<file path="src/rtl/cpu_line_mem_ctrl_if.sv">
// ---------------------------------------------------------------------------
// cpu_line_mem_ctrl_if
// Purpose: bundles the CPU cache-line port and the host memory bus seen by
//          cpu_line_mem_ctrl.
// Modports:
//   slave  - the line controller. It takes the CPU request and the host
//            responses, and drives the CPU results and the host command/beats.
//   master - the environment (the cache plus the host memory). Signal
//            directions are the reverse of slave.
// Signals:
//   op_cpu, AddrIn_cpu, DataIn_cpu          CPU request
//   DataOut_cpu, tx_done_cpu, rd_valid_cpu  CPU completion
//   busy                                    controller not idle
//   mem_cmd_valid/ready/we/addr             host command handshake
//   mem_wdata/wvalid/wready                 host write beats
//   mem_rdata/rvalid                        host read beats (no backpressure)
// ---------------------------------------------------------------------------
interface cpu_line_mem_ctrl_if #(
    parameter int unsigned CL_SIZE_WIDTH = 512,
    parameter int unsigned ADDR_WIDTH    = 32,
    parameter int unsigned BEAT_WIDTH    = 64
);
    logic [1:0]               op_cpu;
    logic [ADDR_WIDTH-1:0]    AddrIn_cpu;
    logic [CL_SIZE_WIDTH-1:0] DataIn_cpu;
    logic [CL_SIZE_WIDTH-1:0] DataOut_cpu;
    logic                     tx_done_cpu;
    logic                     rd_valid_cpu;
    logic                     busy;
    logic                     mem_cmd_valid;
    logic                     mem_cmd_ready;
    logic                     mem_cmd_we;
    logic [ADDR_WIDTH-1:0]    mem_cmd_addr;
    logic [BEAT_WIDTH-1:0]    mem_wdata;
    logic                     mem_wvalid;
    logic                     mem_wready;
    logic [BEAT_WIDTH-1:0]    mem_rdata;
    logic                     mem_rvalid;

    modport slave (
        input  op_cpu, AddrIn_cpu, DataIn_cpu,
        input  mem_cmd_ready, mem_wready, mem_rdata, mem_rvalid,
        output DataOut_cpu, tx_done_cpu, rd_valid_cpu, busy,
        output mem_cmd_valid, mem_cmd_we, mem_cmd_addr, mem_wdata, mem_wvalid
    );

    modport master (
        output op_cpu, AddrIn_cpu, DataIn_cpu,
        output mem_cmd_ready, mem_wready, mem_rdata, mem_rvalid,
        input  DataOut_cpu, tx_done_cpu, rd_valid_cpu, busy,
        input  mem_cmd_valid, mem_cmd_we, mem_cmd_addr, mem_wdata, mem_wvalid
    );
endinterface

</file>
<file path="src/rtl/cpu_line_mem_ctrl.sv">
// ---------------------------------------------------------------------------
// cpu_line_mem_ctrl
// Purpose: responder for whole-line CPU cache requests. Each read (op=01) or
//          write-back (op=11) becomes one host command followed by
//          CL_SIZE_WIDTH/BEAT_WIDTH data beats. A one-cycle done pulse goes
//          back to the cache when the request completes.
// Ports:
//   clk    - clock, rising edge
//   rst_n  - synchronous reset, active low
//   bus    - cpu_line_mem_ctrl_if.slave (CPU request/response + host bus)
// ---------------------------------------------------------------------------
module cpu_line_mem_ctrl #(
    parameter int unsigned          CL_SIZE_WIDTH  = 512,
    parameter int unsigned          ADDR_WIDTH     = 32,
    parameter int unsigned          BEAT_WIDTH     = 64,
    parameter logic [ADDR_WIDTH-1:0] HOST_BASE_ADDR = '0
) (
    input logic                clk,
    input logic                rst_n,
    cpu_line_mem_ctrl_if.slave bus
);
    localparam int unsigned BEATS = CL_SIZE_WIDTH / BEAT_WIDTH;
    localparam int unsigned CNT_W = (BEATS > 1) ? $clog2(BEATS) : 1;
    localparam int unsigned OFF_W = $clog2(CL_SIZE_WIDTH / 8);
    localparam logic [CNT_W-1:0] LAST_BEAT = CNT_W'(BEATS - 1);
    // Clears the byte-within-line offset bits of the CPU address.
    localparam logic [ADDR_WIDTH-1:0] LINE_MASK =
        ~((ADDR_WIDTH'(1) << OFF_W) - ADDR_WIDTH'(1));

    typedef enum logic [2:0] {
        StIdle,
        StCmd,
        StWbeat,
        StRbeat,
        StDone,
        StCool
    } state_e;

    state_e                   r_state;
    state_e                   w_state_d;
    logic [CNT_W-1:0]         r_cnt;
    logic [CNT_W-1:0]         w_cnt_d;
    logic                     r_we;
    logic [ADDR_WIDTH-1:0]    r_addr;
    logic [CL_SIZE_WIDTH-1:0] r_wline;
    logic [CL_SIZE_WIDTH-1:0] r_rline;
    logic [CL_SIZE_WIDTH-1:0] r_dout;
    logic [CL_SIZE_WIDTH-1:0] w_rline_d;
    logic [BEAT_WIDTH-1:0]    w_wbeat;
    logic                     w_accept;
    logic                     w_rstore;
    logic                     w_rlast;

    // Beat select for the outgoing write data, and the line buffer with the
    // incoming read beat merged in at the current count.
    always_comb begin
        w_wbeat   = '0;
        w_rline_d = r_rline;
        for (int unsigned b = 0; b < BEATS; b++) begin
            if (r_cnt == CNT_W'(b)) begin
                w_wbeat                              = r_wline[b*BEAT_WIDTH +: BEAT_WIDTH];
                w_rline_d[b*BEAT_WIDTH +: BEAT_WIDTH] = bus.mem_rdata;
            end
        end
    end

    always_comb begin
        w_state_d = r_state;
        w_cnt_d   = r_cnt;
        w_accept  = 1'b0;
        w_rstore  = 1'b0;
        w_rlast   = 1'b0;
        case (r_state)
            StIdle: begin
                if ((bus.op_cpu == 2'b01) || (bus.op_cpu == 2'b11)) begin
                    w_accept  = 1'b1;
                    w_state_d = StCmd;
                end
            end
            StCmd: begin
                if (bus.mem_cmd_ready) begin
                    w_cnt_d   = '0;
                    w_state_d = r_we ? StWbeat : StRbeat;
                end
            end
            StWbeat: begin
                if (bus.mem_wready) begin
                    if (r_cnt == LAST_BEAT) begin
                        w_state_d = StDone;
                    end else begin
                        w_cnt_d = r_cnt + 1'b1;
                    end
                end
            end
            StRbeat: begin
                if (bus.mem_rvalid) begin
                    w_rstore = 1'b1;
                    if (r_cnt == LAST_BEAT) begin
                        w_rlast   = 1'b1;
                        w_state_d = StDone;
                    end else begin
                        w_cnt_d = r_cnt + 1'b1;
                    end
                end
            end
            StDone:  w_state_d = StCool;
            // Swallows the op the cache still holds during the done cycle.
            StCool:  w_state_d = StIdle;
            default: w_state_d = StIdle;
        endcase
    end

    always_ff @(posedge clk) begin
        if (!rst_n) begin
            r_state <= StIdle;
            r_cnt   <= '0;
            r_we    <= 1'b0;
            r_addr  <= '0;
            r_wline <= '0;
            r_rline <= '0;
            r_dout  <= '0;
        end else begin
            r_state <= w_state_d;
            r_cnt   <= w_cnt_d;
            if (w_accept) begin
                r_we    <= bus.op_cpu[1];
                r_addr  <= (bus.AddrIn_cpu & LINE_MASK) + HOST_BASE_ADDR;
                r_wline <= bus.DataIn_cpu;
            end
            if (w_rstore) begin
                r_rline <= w_rline_d;
            end
            // The result register is loaded with the completed line so it is
            // presented together with the done pulse and held until the next read.
            if (w_rlast) begin
                r_dout <= w_rline_d;
            end
        end
    end

    assign bus.busy          = (r_state != StIdle);
    assign bus.mem_cmd_valid = (r_state == StCmd);
    assign bus.mem_cmd_we    = r_we;
    assign bus.mem_cmd_addr  = r_addr;
    assign bus.mem_wvalid    = (r_state == StWbeat);
    assign bus.mem_wdata     = w_wbeat;
    assign bus.tx_done_cpu   = (r_state == StDone);
    assign bus.rd_valid_cpu  = (r_state == StDone) && !r_we;
    assign bus.DataOut_cpu   = r_dout;
endmodule

</file>
<file path="src/flat_wrapper.sv">
// flat-port wrapper written by rule: the top's interface ports become plain ports
module cpu_line_mem_ctrl_flat 
#(
    parameter int unsigned          CL_SIZE_WIDTH  = 512,
    parameter int unsigned          ADDR_WIDTH     = 32,
    parameter int unsigned          BEAT_WIDTH     = 64,
    parameter logic [ADDR_WIDTH-1:0] HOST_BASE_ADDR = '0
)
  (clk, rst_n, bus_op_cpu, bus_AddrIn_cpu, bus_DataIn_cpu, bus_mem_cmd_ready, bus_mem_wready, bus_mem_rdata, bus_mem_rvalid, bus_DataOut_cpu, bus_tx_done_cpu, bus_rd_valid_cpu, bus_busy, bus_mem_cmd_valid, bus_mem_cmd_we, bus_mem_cmd_addr, bus_mem_wdata, bus_mem_wvalid);
  cpu_line_mem_ctrl_if #(.CL_SIZE_WIDTH(CL_SIZE_WIDTH), .ADDR_WIDTH(ADDR_WIDTH), .BEAT_WIDTH(BEAT_WIDTH)) bus_i ();
  input logic clk;
  input logic rst_n;
  input wire logic [$bits(bus_i.op_cpu)-1:0] bus_op_cpu;
  input wire logic [$bits(bus_i.AddrIn_cpu)-1:0] bus_AddrIn_cpu;
  input wire logic [$bits(bus_i.DataIn_cpu)-1:0] bus_DataIn_cpu;
  input wire logic [$bits(bus_i.mem_cmd_ready)-1:0] bus_mem_cmd_ready;
  input wire logic [$bits(bus_i.mem_wready)-1:0] bus_mem_wready;
  input wire logic [$bits(bus_i.mem_rdata)-1:0] bus_mem_rdata;
  input wire logic [$bits(bus_i.mem_rvalid)-1:0] bus_mem_rvalid;
  output wire logic [$bits(bus_i.DataOut_cpu)-1:0] bus_DataOut_cpu;
  output wire logic [$bits(bus_i.tx_done_cpu)-1:0] bus_tx_done_cpu;
  output wire logic [$bits(bus_i.rd_valid_cpu)-1:0] bus_rd_valid_cpu;
  output wire logic [$bits(bus_i.busy)-1:0] bus_busy;
  output wire logic [$bits(bus_i.mem_cmd_valid)-1:0] bus_mem_cmd_valid;
  output wire logic [$bits(bus_i.mem_cmd_we)-1:0] bus_mem_cmd_we;
  output wire logic [$bits(bus_i.mem_cmd_addr)-1:0] bus_mem_cmd_addr;
  output wire logic [$bits(bus_i.mem_wdata)-1:0] bus_mem_wdata;
  output wire logic [$bits(bus_i.mem_wvalid)-1:0] bus_mem_wvalid;
  assign bus_i.op_cpu = bus_op_cpu;
  assign bus_i.AddrIn_cpu = bus_AddrIn_cpu;
  assign bus_i.DataIn_cpu = bus_DataIn_cpu;
  assign bus_i.mem_cmd_ready = bus_mem_cmd_ready;
  assign bus_i.mem_wready = bus_mem_wready;
  assign bus_i.mem_rdata = bus_mem_rdata;
  assign bus_i.mem_rvalid = bus_mem_rvalid;
  assign bus_DataOut_cpu = bus_i.DataOut_cpu;
  assign bus_tx_done_cpu = bus_i.tx_done_cpu;
  assign bus_rd_valid_cpu = bus_i.rd_valid_cpu;
  assign bus_busy = bus_i.busy;
  assign bus_mem_cmd_valid = bus_i.mem_cmd_valid;
  assign bus_mem_cmd_we = bus_i.mem_cmd_we;
  assign bus_mem_cmd_addr = bus_i.mem_cmd_addr;
  assign bus_mem_wdata = bus_i.mem_wdata;
  assign bus_mem_wvalid = bus_i.mem_wvalid;
  cpu_line_mem_ctrl #(.CL_SIZE_WIDTH(CL_SIZE_WIDTH), .ADDR_WIDTH(ADDR_WIDTH), .BEAT_WIDTH(BEAT_WIDTH), .HOST_BASE_ADDR(HOST_BASE_ADDR)) u_core (.clk(clk), .rst_n(rst_n), .bus(bus_i));
endmodule
</file>
<file path="config.mk">
export PLATFORM = sky130hd
export DESIGN_NAME = cpu_line_mem_ctrl_flat
export DESIGN_NICKNAME = d
export VERILOG_FILES = /design/src/rtl/cpu_line_mem_ctrl_if.sv /design/src/rtl/cpu_line_mem_ctrl.sv /design/src/flat_wrapper.sv
export SDC_FILE = /design/constraint.sdc
export NUM_CORES = 2
export LEC_CHECK = 0
export CORE_AREA = 10 10 469 471
export DETAILED_ROUTE_END_ITERATION = 6
export DIE_AREA = 0 0 479 481
export PLACE_DENSITY = 0.55
export SLEW_MARGIN = 5
export SYNTH_ARGS = -nofsm -noshare
export SYNTH_HDL_FRONTEND = slang
export SYNTH_SLANG_ARGS = --single-unit
</file>
<file path="constraint.sdc">
create_clock -name clk -period 7 [get_ports clk]
set_input_delay 1.4 -clock clk [delete_from_list [all_inputs] [get_ports clk]]
set_output_delay 1.4 -clock clk [all_outputs]
set_load 0.05 [all_outputs]
</file>
==> results.md <==
- The run finished with clean final reports.
- The final count of hold timing violations is 0.
- The part of the cycle the worst path needs is 86.9%.
- The HPWL after detailed placement is 202 mm.
- The category of the worst setup path launch point is a register.
- Setup repair after global routing left no endpoint under its margin.
- Synthesis produced 7949 cells.
- The global-route wire length before repair is 414 mm.
- The final-layout fill cell count is 21400.
- The effective utilization at floorplan is 31.0%.
- Across the VDD grid, the largest voltage drop is 261 uV.
- Measured against its own limit, the worst slew margin works out to 17.8%.
- The total power density per cell area is 234 nW/um^2.
- Once layout is done, the placed cells without fillers occupy 84700 um^2.
- Global routing consumed, over all layers together, 24.0% of the routing resources.
- The kind of path behind the tightest hold check is register to register.
- The floorplan step defined a die boundary enclosing 230000 um^2.
- In the final layout, the multi-input gates occupy 31400 um^2.
- The register area is 30100 um^2.
- Setup violations remaining at the end of the flow were counted as 0.
- For this run, the number of Yosys warnings is 0.
- Dividing the synthesized area by the synthesized cell count gives 8.22 um^2.
- Cells fill 40.2% of the core in the end.
- The clock arrives with 0.0408 ns of skew.
- The number of global-route vias before repair was 55700.
- In this run the deepest clock path goes through 3 buffers.
- Once the clock tree was built, the resizer swapped 0 gates to a different size.
- The number of synthesized register bits is 1505.
- The detail route stage leaves a number of antenna-violating nets equal to 0.
- The largest net degree at the start of global routing is 231.
- For the pin with the worst max-slew slack, the measured transition is 1.23 ns.
- Yosys mapped the design onto 44 distinct sky130hd cell types.
- The minimum clock period after layout is 6.08 ns.
- The buffers inserted during post-CTS setup optimization is 0.
- The maximum fanout encountered on the critical timing path is 41.
- The start point of the worst min-delay path is u_core.r_rline[59]$_SDFFE_PN0P_.
- The length of the first detailed-routing pass in iterations is 6.
- The category of the critical setup timing path is register to output pin.
- The floorplan has 169 rows.
- The total number of vias is 59500.
- The die height is 481 um.
- 1229 I/O pins were placed.
- The congestion estimate from routability-driven global placement came to 0.883.
- The relative contribution of sequential cells to total power is 44.9%.
- The number of DRC markers in iteration 0 is 4843.
- The initial antenna violation count came to 113.
- The post-CTS clock slew at the launch and capture registers of the worst setup and hold paths is 0.06 ns.
- The reg-to-reg startpoint is u_core.r_cnt[1]$_SDFFE_PN0P_.
- In this run, the clock network consumes 46.5% of the power.
- The number of DRC violations after detailed routing is 0.
- At the worst endpoint, the arrival time is 4.68 ns.
- The area added between synthesis and finish is 29.6%.
- Summed over all nets, the switching power comes to 5.07 mW.
- Of the synthesized area, sequential elements account for 46.1%.
- The share of post-route cells with drive strength above 1 is 4.53%.
- The max-slew violation total from the final report is 0.
- In this run the tool buffered the top-level ports with 1216 buffer cells.
- The H-tree was split into 4 levels.
- The clock insertion delay at the later pin of the skew report is 0.83 ns.
- The setup check on the worst reg-to-reg path leaves a slack of 2.52 ns.
- The number of buffers added to fix hold violations after cts is 0.
- Net switching is 25.6% of the power.
- The cell area reported after detailed placement is 78800 um^2.
- After the last flow step, the layout net total stands at 9295.
- TritonCTS built the clock tree.
- The area inside the core boundary is 211000 um^2.
- The async set-or-reset flop fraction in the synthesized netlist is 0%.
- The worst setup path is captured at an output pin.
- The data required time of the worst path is 5.60 ns.
- The number of enable-type register cells in the synthesized netlist is 0.
- The cell sitting at the root of the clock tree is a sky130_fd_sc_hd__clkbuf_16.
- The routed wirelength normalized by instance count is 25.0 um.
- The internal portion of the total power is 14.8 mW.
- Summing every instance area after synthesis gives 65300 um^2.
- The clock net in this run drives a total of 1505 sinks.
- The total wire length is 292 mm.
- In this run the static leakage power is 33.8 nW.
- In the synthesized netlist the dominant register cell turns out to be sky130_fd_sc_hd__dfxtp_1.
- The horizontal die dimension is 479 um.
- Combinational logic burns 8.6% of the power.
- The global route total overflow is 0.
- Tracing the worst setup path back leads to its startpoint at u_core.r_cnt[0]$_SDFFE_PN0P_.
- The number of max-capacitance violations reported is 0.
- The achievable frequency is 164 MHz.
- The aggregate negative setup slack is 0 ns.
- After detailed routing, the number of vias per cell comes to 5.10.
- The number of clock buffers inserted by TritonCTS is 173.
## sequential cells by signal, indices dropped and copies added, names as in the netlist
name                     cells
u_core.r_cnt                 3
u_core.bus.DataOut_cpu     512
u_core.r_wline             512
u_core.r_rline             448
u_core.bus.mem_cmd_we        1
u_core.bus.mem_cmd_addr     26
u_core.r_state               3
## cell usage after synthesis (all sizes together), types with 2 or more instances
master | number | area (um^2)
nand2 | 2875 | 10800
dfxtp | 1505 | 30100
a21boi | 1051 | 7890
o211a | 448 | 4480
clkbuf | 406 | 1530
buf | 373 | 1940
nand3 | 322 | 1610
mux2i | 259 | 2590
o21ai | 132 | 661
inv | 131 | 492
nor2 | 74 | 288
a21oi | 67 | 335
a221oi | 64 | 561
a221o | 63 | 631
a22oi | 63 | 473
o31ai | 63 | 473
nand4 | 7 | 43.8
ha | 6 | 75.1
nor2b | 6 | 45.0
nor3 | 5 | 75.1
or3 | 5 | 31.3
and2 | 3 | 18.8
or2 | 3 | 18.8
and4 | 2 | 17.5
nand2b | 2 | 12.5
nand3b | 2 | 15.0
nand4b | 2 | 17.5
nor3b | 2 | 15.0
## power by group through the flow
stage | registers [mW] | clock network, mW | logic [mW]
3_5_place_dp | 9.10 | 0 | 1.71
2_1_floorplan | 9.08 | 0 | 0.868
4_1_cts | 8.92 | 9.44 | 1.71
6_report | 8.92 | 9.22 | 1.70
5_1_grt | 8.94 | 9.75 | 1.82
3_3_place_gp | 9.10 | 0 | 1.70
## placed cells by master, fill, tap and decap left out, types with 3 or more instances in the layout
cell and instances:
sky130_fd_sc_hd__a21boi_0 554, sky130_fd_sc_hd__a21boi_1 497, sky130_fd_sc_hd__a21oi_1 67, sky130_fd_sc_hd__a221o_1 63, sky130_fd_sc_hd__a221oi_1 64, sky130_fd_sc_hd__a22oi_1 63, sky130_fd_sc_hd__buf_12 21, sky130_fd_sc_hd__buf_4 90
sky130_fd_sc_hd__bufinv_16 9, sky130_fd_sc_hd__clkbuf_1 56, sky130_fd_sc_hd__clkbuf_16 174, sky130_fd_sc_hd__clkbuf_8 32, sky130_fd_sc_hd__clkdlybuf4s50_1 1210, sky130_fd_sc_hd__clkinv_16 7, sky130_fd_sc_hd__clkinv_2 22, sky130_fd_sc_hd__conb_1 6
sky130_fd_sc_hd__dfxtp_1 1504, sky130_fd_sc_hd__diode_2 43, sky130_fd_sc_hd__ha_4 5, sky130_fd_sc_hd__inv_1 130, sky130_fd_sc_hd__inv_16 5, sky130_fd_sc_hd__mux2i_1 259, sky130_fd_sc_hd__nand2_1 2872, sky130_fd_sc_hd__nand2_4 3
sky130_fd_sc_hd__nand3_1 322, sky130_fd_sc_hd__nand4_1 7, sky130_fd_sc_hd__nor2_1 70, sky130_fd_sc_hd__nor2_4 4, sky130_fd_sc_hd__nor2b_4 4, sky130_fd_sc_hd__nor3_4 5, sky130_fd_sc_hd__o211a_1 448, sky130_fd_sc_hd__o21ai_0 132
sky130_fd_sc_hd__o31ai_1 63, sky130_fd_sc_hd__or2_4 3, sky130_fd_sc_hd__or3_4 4
## through the flow
stage	worst slack, ns	hold slack (ns)	cells	power [mW]
floorplan	2.21	0.434	7954	9.95
global placement	1.68	0.440	11300	10.8
detailed placement	1.65	0.444	11300	10.8
CTS	0.697	0.452	11600	20.1
global route	0.741	0.465	11700	20.5
finish	0.918	0.449	11700	19.8
## path summary, 6_finish.rpt
path                            cells past startpoint                               end
worst min-delay path                                2   u_core.r_rline[59]$_SDFFE_PN0P_
worst max register to register                      9  u_core.r_rline[358]$_SDFFE_PN0P_
worst min register to register                      2   u_core.r_rline[59]$_SDFFE_PN0P_
worst max-delay path                                7                 bus_mem_wdata[62]
## per-layer routing
metal  track usage, %  share of wire (%)  vias up
met4             10.2                4.4       74
met3             6.80                7.6      488
met1             28.2                 40    28800
li1                 -                  -    28200
met2             40.9                 48     1902
met5                0               0.16        -
## area by class of cell
type | instances | share of cell area [%]
antenna | 43 | 0.127
clock buffer | 262 | 5.91
clock inverter | 45 | 0.850
inverter | 131 | 0.582
multi-input combinational | 5539 | 37.1
sequential | 1505 | 35.6
tap | 2821 | 4.17
timing repair buffer | 1324 | 15.6
## logic make-up (layout without fill, tap and decap cells)
logic type	count (synthesis)	after routing	share of synthesized area (%)
other	1	49	0.00574
AND/OR/NAND/NOR	3313	3313	19.9
AO/OA/AOI/OAI	1955	1955	23.8
buffers and inverters	910	1762	6.05
multiplexers	259	259	3.97
adder cells (fa/ha/maj)	6	6	0.115
flip-flops	1505	1505	46.1
## critical path: stages, from the launching register on
cell                              delay [ns]
sky130_fd_sc_hd__dfxtp_1                0.43
sky130_fd_sc_hd__ha_1                   0.29
sky130_fd_sc_hd__ha_4                   0.50
sky130_fd_sc_hd__buf_4                  0.66
sky130_fd_sc_hd__a2111oi_0              0.17
sky130_fd_sc_hd__o32ai_1                0.83
sky130_fd_sc_hd__o21ai_0                0.17
sky130_fd_sc_hd__clkdlybuf4s50_1        0.78
Note: power is estimated with default switching activity, not from simulation.
